<file path="src/rtl/case_pattern_pkg.sv">
// Shared types and helpers for the casez/casex stimulus generator and its priority matcher.
package case_pattern_pkg;

  typedef enum logic [1:0] {
    IDLE,
    SCAN,
    EMIT,
    DONE
  } state_e;

  localparam logic [31:0] LFSR_TAPS = 32'h8020_0003;

  // Table fields are carried at full LFSR width; narrower tables zero-extend value and care,
  // so the unused upper bits are always wildcards.
  localparam int unsigned MAX_WIDTH = 32;

  typedef struct packed {
    logic [MAX_WIDTH-1:0] value;
    logic [MAX_WIDTH-1:0] care;
    logic                 en;
  } entry_t;

  // Galois LFSR, shift right.
  function automatic logic [31:0] lfsr_step(input logic [31:0] lfsr);
    return (lfsr >> 1) ^ (lfsr[0] ? LFSR_TAPS : 32'h0);
  endfunction

endpackage

</file>
<file path="src/rtl/case_prio_match.sv">
// Combinational priority wildcard matcher: lowest enabled entry whose cared bits equal data.
module case_prio_match
  import case_pattern_pkg::*;
#(
  parameter int unsigned  WIDTH   = 20,
  parameter int unsigned  ENTRIES = 8,
  localparam int unsigned IW      = $clog2(ENTRIES)
) (
  input  logic [WIDTH-1:0]           data,
  input  entry_t [ENTRIES-1:0]       entries,
  output logic                       hit,
  output logic [IW-1:0]              idx
);

  logic [MAX_WIDTH-1:0] data_ext;

  assign data_ext = MAX_WIDTH'(data);

  // Scan from the bottom of the priority order so the lowest index wins.
  always_comb begin
    hit = 1'b0;
    idx = '0;
    for (int i = int'(ENTRIES) - 1; i >= 0; i--) begin
      if (entries[i].en && (((data_ext ^ entries[i].value) & entries[i].care) == '0)) begin
        hit = 1'b1;
        idx = IW'(i);
      end
    end
  end

endmodule

</file>
<file path="src/rtl/case_pattern_gen.sv">
// Emits concrete samples for each enabled wildcard pattern, tagged with source and the index a
// priority casez decoder must pick, over a valid/ready stream.
module case_pattern_gen
  import case_pattern_pkg::*;
#(
  parameter int unsigned  WIDTH   = 20,
  parameter int unsigned  ENTRIES = 8,
  parameter int unsigned  REPS    = 4,
  parameter logic [31:0]  SEED    = 32'h1,
  localparam int unsigned IW      = $clog2(ENTRIES)
) (
  input  logic             clk,
  input  logic             reset,
  input  logic             cfg_we,
  input  logic [IW-1:0]    cfg_idx,
  input  logic [WIDTH-1:0] cfg_value,
  input  logic [WIDTH-1:0] cfg_care,
  input  logic             cfg_en,
  input  logic             start,
  output logic             busy,
  output logic             done,
  output logic             out_valid,
  input  logic             out_ready,
  output logic [WIDTH-1:0] out_data,
  output logic [IW-1:0]    out_src_idx,
  output logic [IW-1:0]    out_match_idx,
  output logic             out_shadowed,
  output logic             out_last
);

  localparam int unsigned   RW      = (REPS > 1) ? $clog2(REPS) : 1;
  localparam logic [IW-1:0] LastIdx = IW'(ENTRIES - 1);
  localparam logic [RW-1:0] LastRep = RW'(REPS - 1);

  logic [WIDTH-1:0]   value_q [ENTRIES];
  logic [WIDTH-1:0]   care_q  [ENTRIES];
  logic [ENTRIES-1:0] en_q, en_d;

  state_e           state_q, state_d;
  logic [IW-1:0]    idx_q, idx_d;
  logic [RW-1:0]    rep_q, rep_d;
  logic [31:0]      lfsr_q, lfsr_d;
  logic             out_valid_q, out_valid_d;
  logic [WIDTH-1:0] out_data_q, out_data_d;
  logic [IW-1:0]    out_src_q, out_src_d;
  logic             out_last_q, out_last_d;

  logic             table_we;
  logic             accept;
  logic             any_above;
  logic [31:0]      lfsr_nxt;
  logic [WIDTH-1:0] fill;
  logic [WIDTH-1:0] sample;
  logic [RW-1:0]    rep_inc;

  entry_t [ENTRIES-1:0] match_tbl;
  logic                 match_hit;
  logic [IW-1:0]        match_idx;

  // The table is frozen for the whole pass, so the expected decode stays consistent.
  assign table_we = cfg_we && (state_q == IDLE);
  assign accept   = out_valid_q && out_ready;

  always_ff @(posedge clk) begin
    if (table_we) begin
      value_q[cfg_idx] <= cfg_value;
      care_q[cfg_idx]  <= cfg_care;
    end
  end

  always_comb begin
    en_d = en_q;
    if (table_we) begin
      en_d[cfg_idx] = cfg_en;
    end
  end

  always_comb begin
    any_above = 1'b0;
    for (int j = 0; j < int'(ENTRIES); j++) begin
      if ((j > int'(idx_q)) && en_q[j]) begin
        any_above = 1'b1;
      end
    end
  end

  // First sample of an entry uses the current LFSR; later ones use the value after this accept.
  assign lfsr_nxt = lfsr_step(lfsr_q);
  assign fill     = WIDTH'(out_valid_q ? lfsr_nxt : lfsr_q);
  assign sample   = (value_q[idx_q] & care_q[idx_q]) | (fill & ~care_q[idx_q]);
  assign rep_inc  = rep_q + RW'(1);

  always_comb begin
    state_d     = state_q;
    idx_d       = idx_q;
    rep_d       = rep_q;
    lfsr_d      = lfsr_q;
    out_valid_d = out_valid_q;
    out_data_d  = out_data_q;
    out_src_d   = out_src_q;
    out_last_d  = out_last_q;

    unique case (state_q)
      IDLE: begin
        if (start) begin
          state_d = SCAN;
          idx_d   = '0;
        end
      end

      SCAN: begin
        if (en_q[idx_q]) begin
          state_d = EMIT;
          rep_d   = '0;
        end else if (idx_q == LastIdx) begin
          state_d = DONE;
        end else begin
          idx_d = idx_q + IW'(1);
        end
      end

      EMIT: begin
        if (!out_valid_q) begin
          out_valid_d = 1'b1;
          out_data_d  = sample;
          out_src_d   = idx_q;
          out_last_d  = (rep_q == LastRep) && !any_above;
        end else if (accept) begin
          lfsr_d = lfsr_nxt;
          if (rep_q == LastRep) begin
            out_valid_d = 1'b0;
            out_last_d  = 1'b0;
            if (idx_q == LastIdx) begin
              state_d = DONE;
            end else begin
              state_d = SCAN;
              idx_d   = idx_q + IW'(1);
            end
          end else begin
            rep_d      = rep_inc;
            out_data_d = sample;
            out_last_d = (rep_inc == LastRep) && !any_above;
          end
        end
      end

      DONE: begin
        state_d = IDLE;
      end

      default: begin
        state_d = IDLE;
      end
    endcase
  end

  always_ff @(posedge clk) begin
    if (reset) begin
      state_q     <= IDLE;
      idx_q       <= '0;
      rep_q       <= '0;
      lfsr_q      <= SEED;
      en_q        <= '0;
      out_valid_q <= 1'b0;
      out_data_q  <= '0;
      out_src_q   <= '0;
      out_last_q  <= 1'b0;
    end else begin
      state_q     <= state_d;
      idx_q       <= idx_d;
      rep_q       <= rep_d;
      lfsr_q      <= lfsr_d;
      en_q        <= en_d;
      out_valid_q <= out_valid_d;
      out_data_q  <= out_data_d;
      out_src_q   <= out_src_d;
      out_last_q  <= out_last_d;
    end
  end

  always_comb begin
    for (int i = 0; i < int'(ENTRIES); i++) begin
      match_tbl[i].value = MAX_WIDTH'(value_q[i]);
      match_tbl[i].care  = MAX_WIDTH'(care_q[i]);
      match_tbl[i].en    = en_q[i];
    end
  end

  case_prio_match #(
    .WIDTH   (WIDTH),
    .ENTRIES (ENTRIES)
  ) u_match (
    .data    (out_data_q),
    .entries (match_tbl),
    .hit     (match_hit),
    .idx     (match_idx)
  );

  assign busy          = (state_q != IDLE);
  assign done          = (state_q == DONE);
  assign out_valid     = out_valid_q;
  assign out_data      = out_data_q;
  assign out_src_idx   = out_src_q;
  assign out_match_idx = match_idx;
  assign out_shadowed  = match_hit && (match_idx != out_src_q);
  assign out_last      = out_last_q;

endmodule

</file>
<file path="config.mk">
export PLATFORM = sky130hd
export DESIGN_NAME = case_pattern_gen
export DESIGN_NICKNAME = d
export VERILOG_FILES = /design/src/rtl/case_pattern_pkg.sv /design/src/rtl/case_prio_match.sv /design/src/rtl/case_pattern_gen.sv
export SDC_FILE = /design/constraint.sdc
export NUM_CORES = 1
export LEC_CHECK = 0
export ABC_AREA = 1
export BUFFER_PORTS_ARGS = -buffer_cell sky130_fd_sc_hd__buf_2
export CAP_MARGIN = 20
export CORE_MARGIN = 3
export CORE_UTILIZATION = 25
export DETAILED_ROUTE_END_ITERATION = 8
export GPL_TIMING_DRIVEN = 1
export HOLD_SLACK_MARGIN = 0.1
export PLACE_DENSITY_LB_ADDON = 0.25
export REMOVE_ABC_BUFFERS = 1
export SLEW_MARGIN = 20
export SYNTH_ARGS = -nofsm -noshare
export SYNTH_HDL_FRONTEND = slang
export SYNTH_HIERARCHICAL = 1
export SYNTH_SLANG_ARGS = --single-unit
</file>
<file path="constraint.sdc">
create_clock -name clk -period 3.9 [get_ports clk]
set_input_delay 0.195 -clock clk [delete_from_list [all_inputs] [get_ports clk]]
set_output_delay 0.195 -clock clk [all_outputs]
set_load 0.01 [all_outputs]
</file>
==> run metrics, run 1 <==
switching portion of total power=0.3271; Hold Path Class=input pin to flop; most frequent cells in the layout=566 x nand2_1, 354 x nor2_1, 320 x edfxtp_1; fin util=0.3065; Total Routed Length=60.85 mm; Synth Area per Inst=between 8 and 9 um^2; die height=288.1 um; vias=approximately 16000; Unique masters post-synth=42; power per cell area=between 500 and 600 nW/um^2; Filler cells=just over 8000; Die W=288.1 um; DR pass1 iterations=5; CTS root buffer=clkbuf_16; Synth Flop Type=edfxtp_1; layout cells sized above 1=0.09418; flop and latch count out of synthesis=395; largest net degree at the start of global routing=73; DR WL/cell=about 17 um; CTS Buf Count=47; share of power burned in registers=0.427; io pins=80; first-pass GRT wire length=91.83 mm; worst hold margin=0.1512 ns; post-synthesis instance total=2299; outcome=finished clean; Core ar.=78100 um^2; Synth async-reset ratio=0; Logic pwr share=0.223; count of clock tree sinks=395; CTS Buffer Depth=3; synthesized cell area=19900 um^2; H-Tree Depth=2; crit path launch type=flop; Routed Antenna Nets=0; Synth Warn #=6; min cycle time layout=3.687 ns; VDD IR max=0.0002944 V; port bufs=79; Max-Cap Viols=0; ANT cells=0; Setup Crit Path Kind=flop to output pin; initial antenna violation count=5; Reg clk slew, reported paths=0.06 ns; CTS tree=done; EDFF count, synth=320; # setup viols final=0; initial DRC count=983; GRT Total Usage=0.1451; DR vias/cell=4.378; Setup Fix Bufs, Post-CTS=0; Worst Setup End Kind=output pin; number of nets in the layout=2635; static leakage=9.449 nW; global route overflow=0; sequential-to-total area share from yosys stat=0.5584; die area=83020 um^2; TNS Setup=0 ns; commonest non-fill, non-tap cell in the layout=nand2_1; Achievable Freq=approximately 270 MHz; Sw Pwr=4.047 mW; CP max FO=18; arrival time of the worst setup path=between 3 and 4 ns; vias in the first global route=15060; slew margin rel.=0.3129; Least-Margin Pin Slew=between 1 and 1.5 ns; Starting Density=0.2548; unrepaired setup endpoints after global routing=false; routability cong.=0.7971; Final Hold Viols=0; clock network fraction of total power=0.350; clk_skew=0.02353 ns; row count=102; Final Max Slew Viols=0; WP data required=3.70 ns; total power=12.37 mW; DRC=0; post-DP HPWL=around 40 mm; clock latency on the worst-skew pair=0.58 ns; Final Cycle Share=0.9454; Area Growth Syn to Fin=20.32%; internal power=8.325 mW
-- critical path, cell delays in order (launching register included) --
cell	delay, ns
dfxtp_1	0.66
nand2_1	0.10
nand3_1	0.11
o21ai_1	0.11
a211oi_1	0.28
nand2_1	0.21
nor2_1	0.27
nand2_1	0.11
nand2_1	0.12
inv_2	0.05
a21oi_2	0.30
xor2_1	0.11
o31ai_1	0.24
inv_1	0.07
buf_2	0.14
-- path summary, 6_finish.rpt --
kind	end	cells past startpoint	slack [ns]	startpoint
hold / removal	en_q[6]$_SDFFE_PP0P_	4	0.15	cfg_idx[2]
setup / recovery	out_shadowed	14	0.21	out_data[12]$_SDFFE_PP0P_
hold reg to reg	lfsr_q[21]$_SDFFE_PP0P_	2	0.47	lfsr_q[21]$_SDFFE_PP0P_
setup reg to reg	value_q[2][11]$_DFFE_PP_	7	1.27	state_q[1]$_SDFFE_PP0P_
-- metrics by stage --
stage / setup WS (ns) / cells / instance area, um^2
2_1_floorplan: -0.4068 / 2382 / 19970
3_5_place_dp: 0.7333 / 3522 / 21960
6_report: 0.2128 / 3652 / 23940
4_1_cts: 0.1078 / 3652 / 23930
3_3_place_gp: 0.7293 / 3522 / 21960
5_1_grt: 0.02058 / 3652 / 23940
-- what timing repair did --
action,CTS,global route
hold buffers,46,0
setup endpoints to repair,0,1
gates resized for setup,0,3
endpoints found under the hold margin,341,0
-- per-layer routing --
metal / share of wire / GRT usage
met2: 0.46 / 0.2413
met1: 0.47 / 0.1965
met3: 0.050 / 0.02636
met4: 0.019 / 0.03305
met5: 0.00092 / 0
-- logic make-up (layout without fill, tap and decap cells) --
logic type / count (synthesis) / count (layout) / synth area share
AND/OR/NAND/NOR: 1157 / 1157 / 0.2393
AO/OA/AOI/OAI: 459 / 459 / 0.1277
flip-flops: 395 / 395 / 0.5584
buffers and inverters: 263 / 385 / 0.06219
XOR/XNOR: 15 / 15 / 0.006602
adder cells (fa/ha/maj): 9 / 9 / 0.005659
other: 1 / 192 / 0.0001885
-- final cells by class --
class / count / area [um^2] / share of cell area
Sequential cell: 395 / 11120 / 0.4645
Multi-Input combinational cell: 1832 / 8333 / 0.3481
Clock buffer: 62 / 1325 / 0.05534
Tap cell: 1040 / 1301 / 0.05435
Timing Repair Buffer: 146 / 1089 / 0.04547
Inverter: 155 / 586.8 / 0.02451
Clock inverter: 22 / 186.4 / 0.007787
-- flip-flops by register name, summed over array words and instances, names as in the netlist, named ones only --
name	cells
care_q	160
en_q	8
idx_q	3
lfsr_q	32
out_data	20
out_last	1
out_src_idx	3
out_valid	1
rep_q	2
state_q	2
value_q	160
-- Yosys cell counts (2+ instances only) --
master	count	area, um^2
a211oi_1	4	30.03
a21oi_1	41	205.2
a21oi_2	2	17.52
a22o_1	19	166.4
a32oi_1	2	17.52
buf_1	3	11.26
buf_2	21	105.1
buf_4	23	172.7
buf_6	17	191.4
clkbuf_1	40	150.1
clkbuf_2	4	20.02
dfxtp_1	75	1501
edfxtp_1	320	9609
ha_1	9	112.6
inv_1	140	525.5
inv_2	14	52.55
nand2_1	566	2125
nand2_2	6	37.54
nand3_1	134	670.6
nand3_2	4	40.04
nand4_1	20	125.1
nor2_1	362	1359
nor2_4	2	22.52
nor3_1	14	70.07
o2111ai_1	3	26.28
o211ai_1	2	15.01
o21a_1	8	60.06
o21ai_0	226	1131
o21ai_1	77	385.4
o22ai_1	70	437.9
or2_1	20	125.1
or2_2	27	168.9
xor2_1	15	131.4
-- power groups by stage --
stage / logic, mW / registers [mW] / clock network [mW]
2_1_floorplan: 1.68 / 5.35 / 0
3_3_place_gp: 2.73 / 5.37 / 0
3_5_place_dp: 2.73 / 5.37 / 0
4_1_cts: 2.78 / 5.29 / 4.45
5_1_grt: 3.13 / 5.35 / 4.64
6_report: 2.76 / 5.28 / 4.33
No activity file was read; power rests on OpenSTA's default activity.
==> run 2, diff against run 1 <==
ABC_AREA = not set   (was 1)
ABC_CLOCK_PERIOD_IN_PS = 3900   (was not set)
==> run metrics, run 2 <==
flop and latch count out of synthesis=395 (unchanged); vias=11380 (was 15990); io pins=80 (unchanged); CP max FO=10 (was 18); min cycle time layout=3.802 ns (was 3.687 ns); biggest regs=care_q x160, value_q x160, lfsr_q x32 (unchanged); initial DRC count=630 (was 983); top cells by count, synth=320 x edfxtp_1, 164 x xor2_1, 90 x nand2_1, 82 x mux4_2, 75 x dfxtp_1 (was 566 x nand2_1, 362 x nor2_1, 320 x edfxtp_1, 226 x o21ai_0, 140 x inv_1); Final Max Slew Viols=0 (unchanged); Worst Slack Setup Final=0.09787 ns (was 0.2128 ns); Achievable Freq=263.0 MHz (was 271.2 MHz); WP data required=3.70 ns (about the same); vias in the first global route=11900 (was 15060); Unique masters post-synth=65 (was 42); worst min-delay path startpoint=cfg_idx[1] (was cfg_idx[2]); die height=276.2 um (was 288.1 um); Total Routed Length=54.25 mm (was 60.85 mm); clk_skew=0.01291 ns (was 0.02353 ns); Hold EP=en_q[3]$_SDFFE_PP0P_ (was en_q[6]$_SDFFE_PP0P_); Synth Area per Inst=15.10 um^2 (was 8.656 um^2); CTS root buffer=clkbuf_16 (unchanged); Die W=276.2 um (was 288.1 um); crit path launch type=flop (unchanged); VDD IR max=0.0002797 V (was 0.0002944 V); # placed instances=2404 (was 3522); CP top delay family=compound AO/OA/AOI/OAI gates (unchanged); Max-Cap Viols=0 (unchanged); Synth async-reset ratio=0 (unchanged); most frequent cells in the layout=320 x edfxtp_1, 192 x conb_1, 164 x xor2_1 (was 566 x nand2_1, 354 x nor2_1, 320 x edfxtp_1); arrival time of the worst setup path=3.61 ns (was 3.49 ns); Synth Warn #=6 (unchanged); row count=98 (was 102); synthesized cell area=18250 um^2 (was 19900 um^2); DRC=0 (unchanged); die area=76280 um^2 (was 83020 um^2); post-synthesis instance total=1209 (was 2299); post-DP HPWL=38.36 mm (was 40.05 mm); count leader, synth=edfxtp_1 (was nand2_1); outcome=finished clean (unchanged); initial antenna violation count=3 (was 5); first-pass GRT wire length=80.12 mm (was 91.83 mm); static leakage=8.160 nW (was 9.449 nW); DR pass1 iterations=5 (unchanged); port bufs=79 (unchanged); post-route insts no fill=2532 (was 3652); DR vias/cell=4.493 (was 4.378); Worst Path Buf+Inv=1 (was 3); number of nets in the layout=1604 (was 2635); synth top area cells=edfxtp_1 53%, mux4_2 10%, dfxtp_1 8.2%, xor2_1 7.9%, mux2i_1 2.5% (was edfxtp_1 48%, nand2_1 11%, dfxtp_1 7.5%, nor2_1 6.8%, o21ai_0 5.7%); CP max-delay cell=or4_1 (was dfxtp_1); Area Growth Syn to Fin=23.53% (was 20.32%); Synth area leader=edfxtp_1 (unchanged); pre-CTS setup slack=0.3716 ns (was 0.7333 ns); Starting Density=0.2540 (was 0.2548); Routed Antenna Nets=0 (unchanged); launch point of the worst reg-to-reg path=state_q[0]$_SDFFE_PP0P_ (was state_q[1]$_SDFFE_PP0P_); count of clock tree sinks=395 (unchanged); routability cong.=0.8088 (was 0.7971); layout cells sized above 1=0.2062 (was 0.09418); Setup Crit Path Kind=flop to output pin (unchanged); Final Hold Viols=0 (unchanged); fin util=0.3138 (was 0.3065); H-Tree Depth=2 (unchanged); commonest non-fill, non-tap cell in the layout=edfxtp_1 (was nand2_1); area share of the largest cell type after synthesis=0.5265 (was 0.4829); Final Cycle Share=0.9749 (was 0.9454); Worst Setup End Kind=output pin (unchanged); slew margin rel.=0.3789 (was 0.3129); Reg clk slew, reported paths=0.06 ns (about the same); CP max stage delay=0.60 ns (was 0.66 ns); worst reg2reg setup slack=1.10 ns (was 1.27 ns); CTS Buffer Depth=3 (unchanged); hold path cells=4 (unchanged); Least-Margin Pin Slew=0.9306 ns (was 1.029 ns); CTS Buf Count=45 (was 47); GRT Total Usage=0.1400 (was 0.1451); global route overflow=0 (unchanged); clock latency on the worst-skew pair=0.57 ns (was 0.58 ns); # setup viols final=0 (unchanged); Core ar.=71850 um^2 (was 78100 um^2); path depth of the worst reg2reg path=7 (unchanged); Hold Path Class=input pin to flop (unchanged); Synth Flop Type=edfxtp_1 (unchanged); sequential-to-total area share from yosys stat=0.6088 (was 0.5584); CTS tree=done (unchanged); largest net degree at the start of global routing=57 (was 73); unrepaired setup endpoints after global routing=false (unchanged); EDFF count, synth=320 (unchanged); power per cell area=497.1 nW/um^2 (was 516.8 nW/um^2); DR WL/cell=21.42 um (was 16.66 um); RR Endpoint=out_data[19]$_SDFFE_PP0P_ (was value_q[2][11]$_DFFE_PP_); CP Cell Sequence=xor2_1 > a22o_1 > a221oi_1 > nand4_1 > or4_1 > a21bo_1 > a21bo_1 > a21boi_2 > xor2_1 > o31a_1 > buf_2 (was nand2_1 > nand3_1 > o21ai_1 > a211oi_1 > nand2_1 > nor2_1 > nand2_1 > nand2_1 > inv_2 > a21oi_2 > xor2_1 > o31ai_1 > inv_1 > buf_2); Filler cells=7147 (was 8278)
run 2: cell types whose count changed in the layout (fill, tap and decap cells not counted), sizes merged, moves of 115 or more:
| cell | change |
|---|---|
| nor2 | -342 |
| inv | -143 |
| nand2 | -482 |
| nand3 | -115 |
| o21ai | -275 |
| xor2 | +149 |
run 2: worst max path at each step:
| stage | start | end | slack (ns) | cells after the start |
|---|---|---|---|---|
| floorplan | flop | out_data[0]$_SDFFE_PP0P_ | -0.50 | 4 |
| global placement | out_data[17]$_SDFFE_PP0P_ | out_shadowed | 0.42 | 11 |
| detailed placement | out_data[17]$_SDFFE_PP0P_ | out_shadowed | 0.37 | 11 |
| CTS | out_data[15]$_SDFFE_PP0P_ | out_shadowed | 0.0009 | 10 |
| global route | out_data[1]$_SDFFE_PP0P_ | out_shadowed | 0.003 | 11 |
| finish | out_data[15]$_SDFFE_PP0P_ | out_shadowed | 0.1 | 11 |
run 2: report_power, final:
| group | internal, mW | leakage, nW | total, mW | switching, mW |
|---|---|---|---|---|
| Sequential | 4.76 | 3.51 | 5.03 | 0.271 |
| Clock | 2.61 | 0.731 | 4.30 | 1.69 |
| Combinational | 0.929 | 3.92 | 1.88 | 0.950 |
run 2: final cells by class:
cell class                 instances  area (um^2)  area share
clock buffer                      62         1272     0.05644
sequential                       395        11140      0.4940
timing repair buffer             162         1139     0.05050
inverter                          12        45.04    0.001998
multi-input combinational        930         7528      0.3339
antenna                            1        2.502   0.0001110
clock inverter                    20        232.7     0.01032
tap                              950         1189     0.05272
run 2: kinds of logic (layout without fill, tap and decap cells):
family,count (synthesis),count (layout),synth area share
flip-flops,395,395,0.6088
AND/OR/NAND/NOR,177,177,0.04449
buffers and inverters,75,256,0.02297
multiplexers,146,146,0.1382
XOR/XNOR,167,167,0.08014
AO/OA/AOI/OAI,239,239,0.09906
other,1,193,0.0002055
adder cells (fa/ha/maj),9,9,0.006170
run 2: worst reg2reg max path, stage by stage, from the launching register on:
cell	delay (ns)
dfxtp_1	0.35
inv_1	0.15
ha_1	0.48
a21boi_1	0.31
nand3_1	0.67
buf_4	0.50
a2bb2oi_1	0.19
o21ai_1	0.08
run 2: metal layers:
layer	routed length [um]	up-vias	global-route usage	share of wire
met5	0	-	0	0
met4	1184	0	0.03521	0.022
met3	2048	65	0.02508	0.038
met2	27540	204	0.2463	0.51
met1	23470	5843	0.1776	0.43
li1	-	5265	-	-
run 2: repair_timing:
action | CTS | global route
buffers inserted | 0 | 2
gates resized for setup | 16 | 2
hold endpoints to repair | 334 | 0
hold buffers | 43 | 0
gates cloned | 0 | 0
endpoints found under the setup margin | 1 | 1
pin swaps | 0 | 6
run 2: stage by stage:
stage	power [mW]	TNS, ns	hold slack, ns	instance area (um^2)
final	11.21	0	0.2565	22550
after floorplan	6.362	-31.71	0.2574	18590
after CTS	11.36	0	0.2152	22520
after detailed placement	6.970	0	0.4426	20540
after global routing	11.71	0	0.2615	22540
after global placement	6.954	0	0.4404	20540
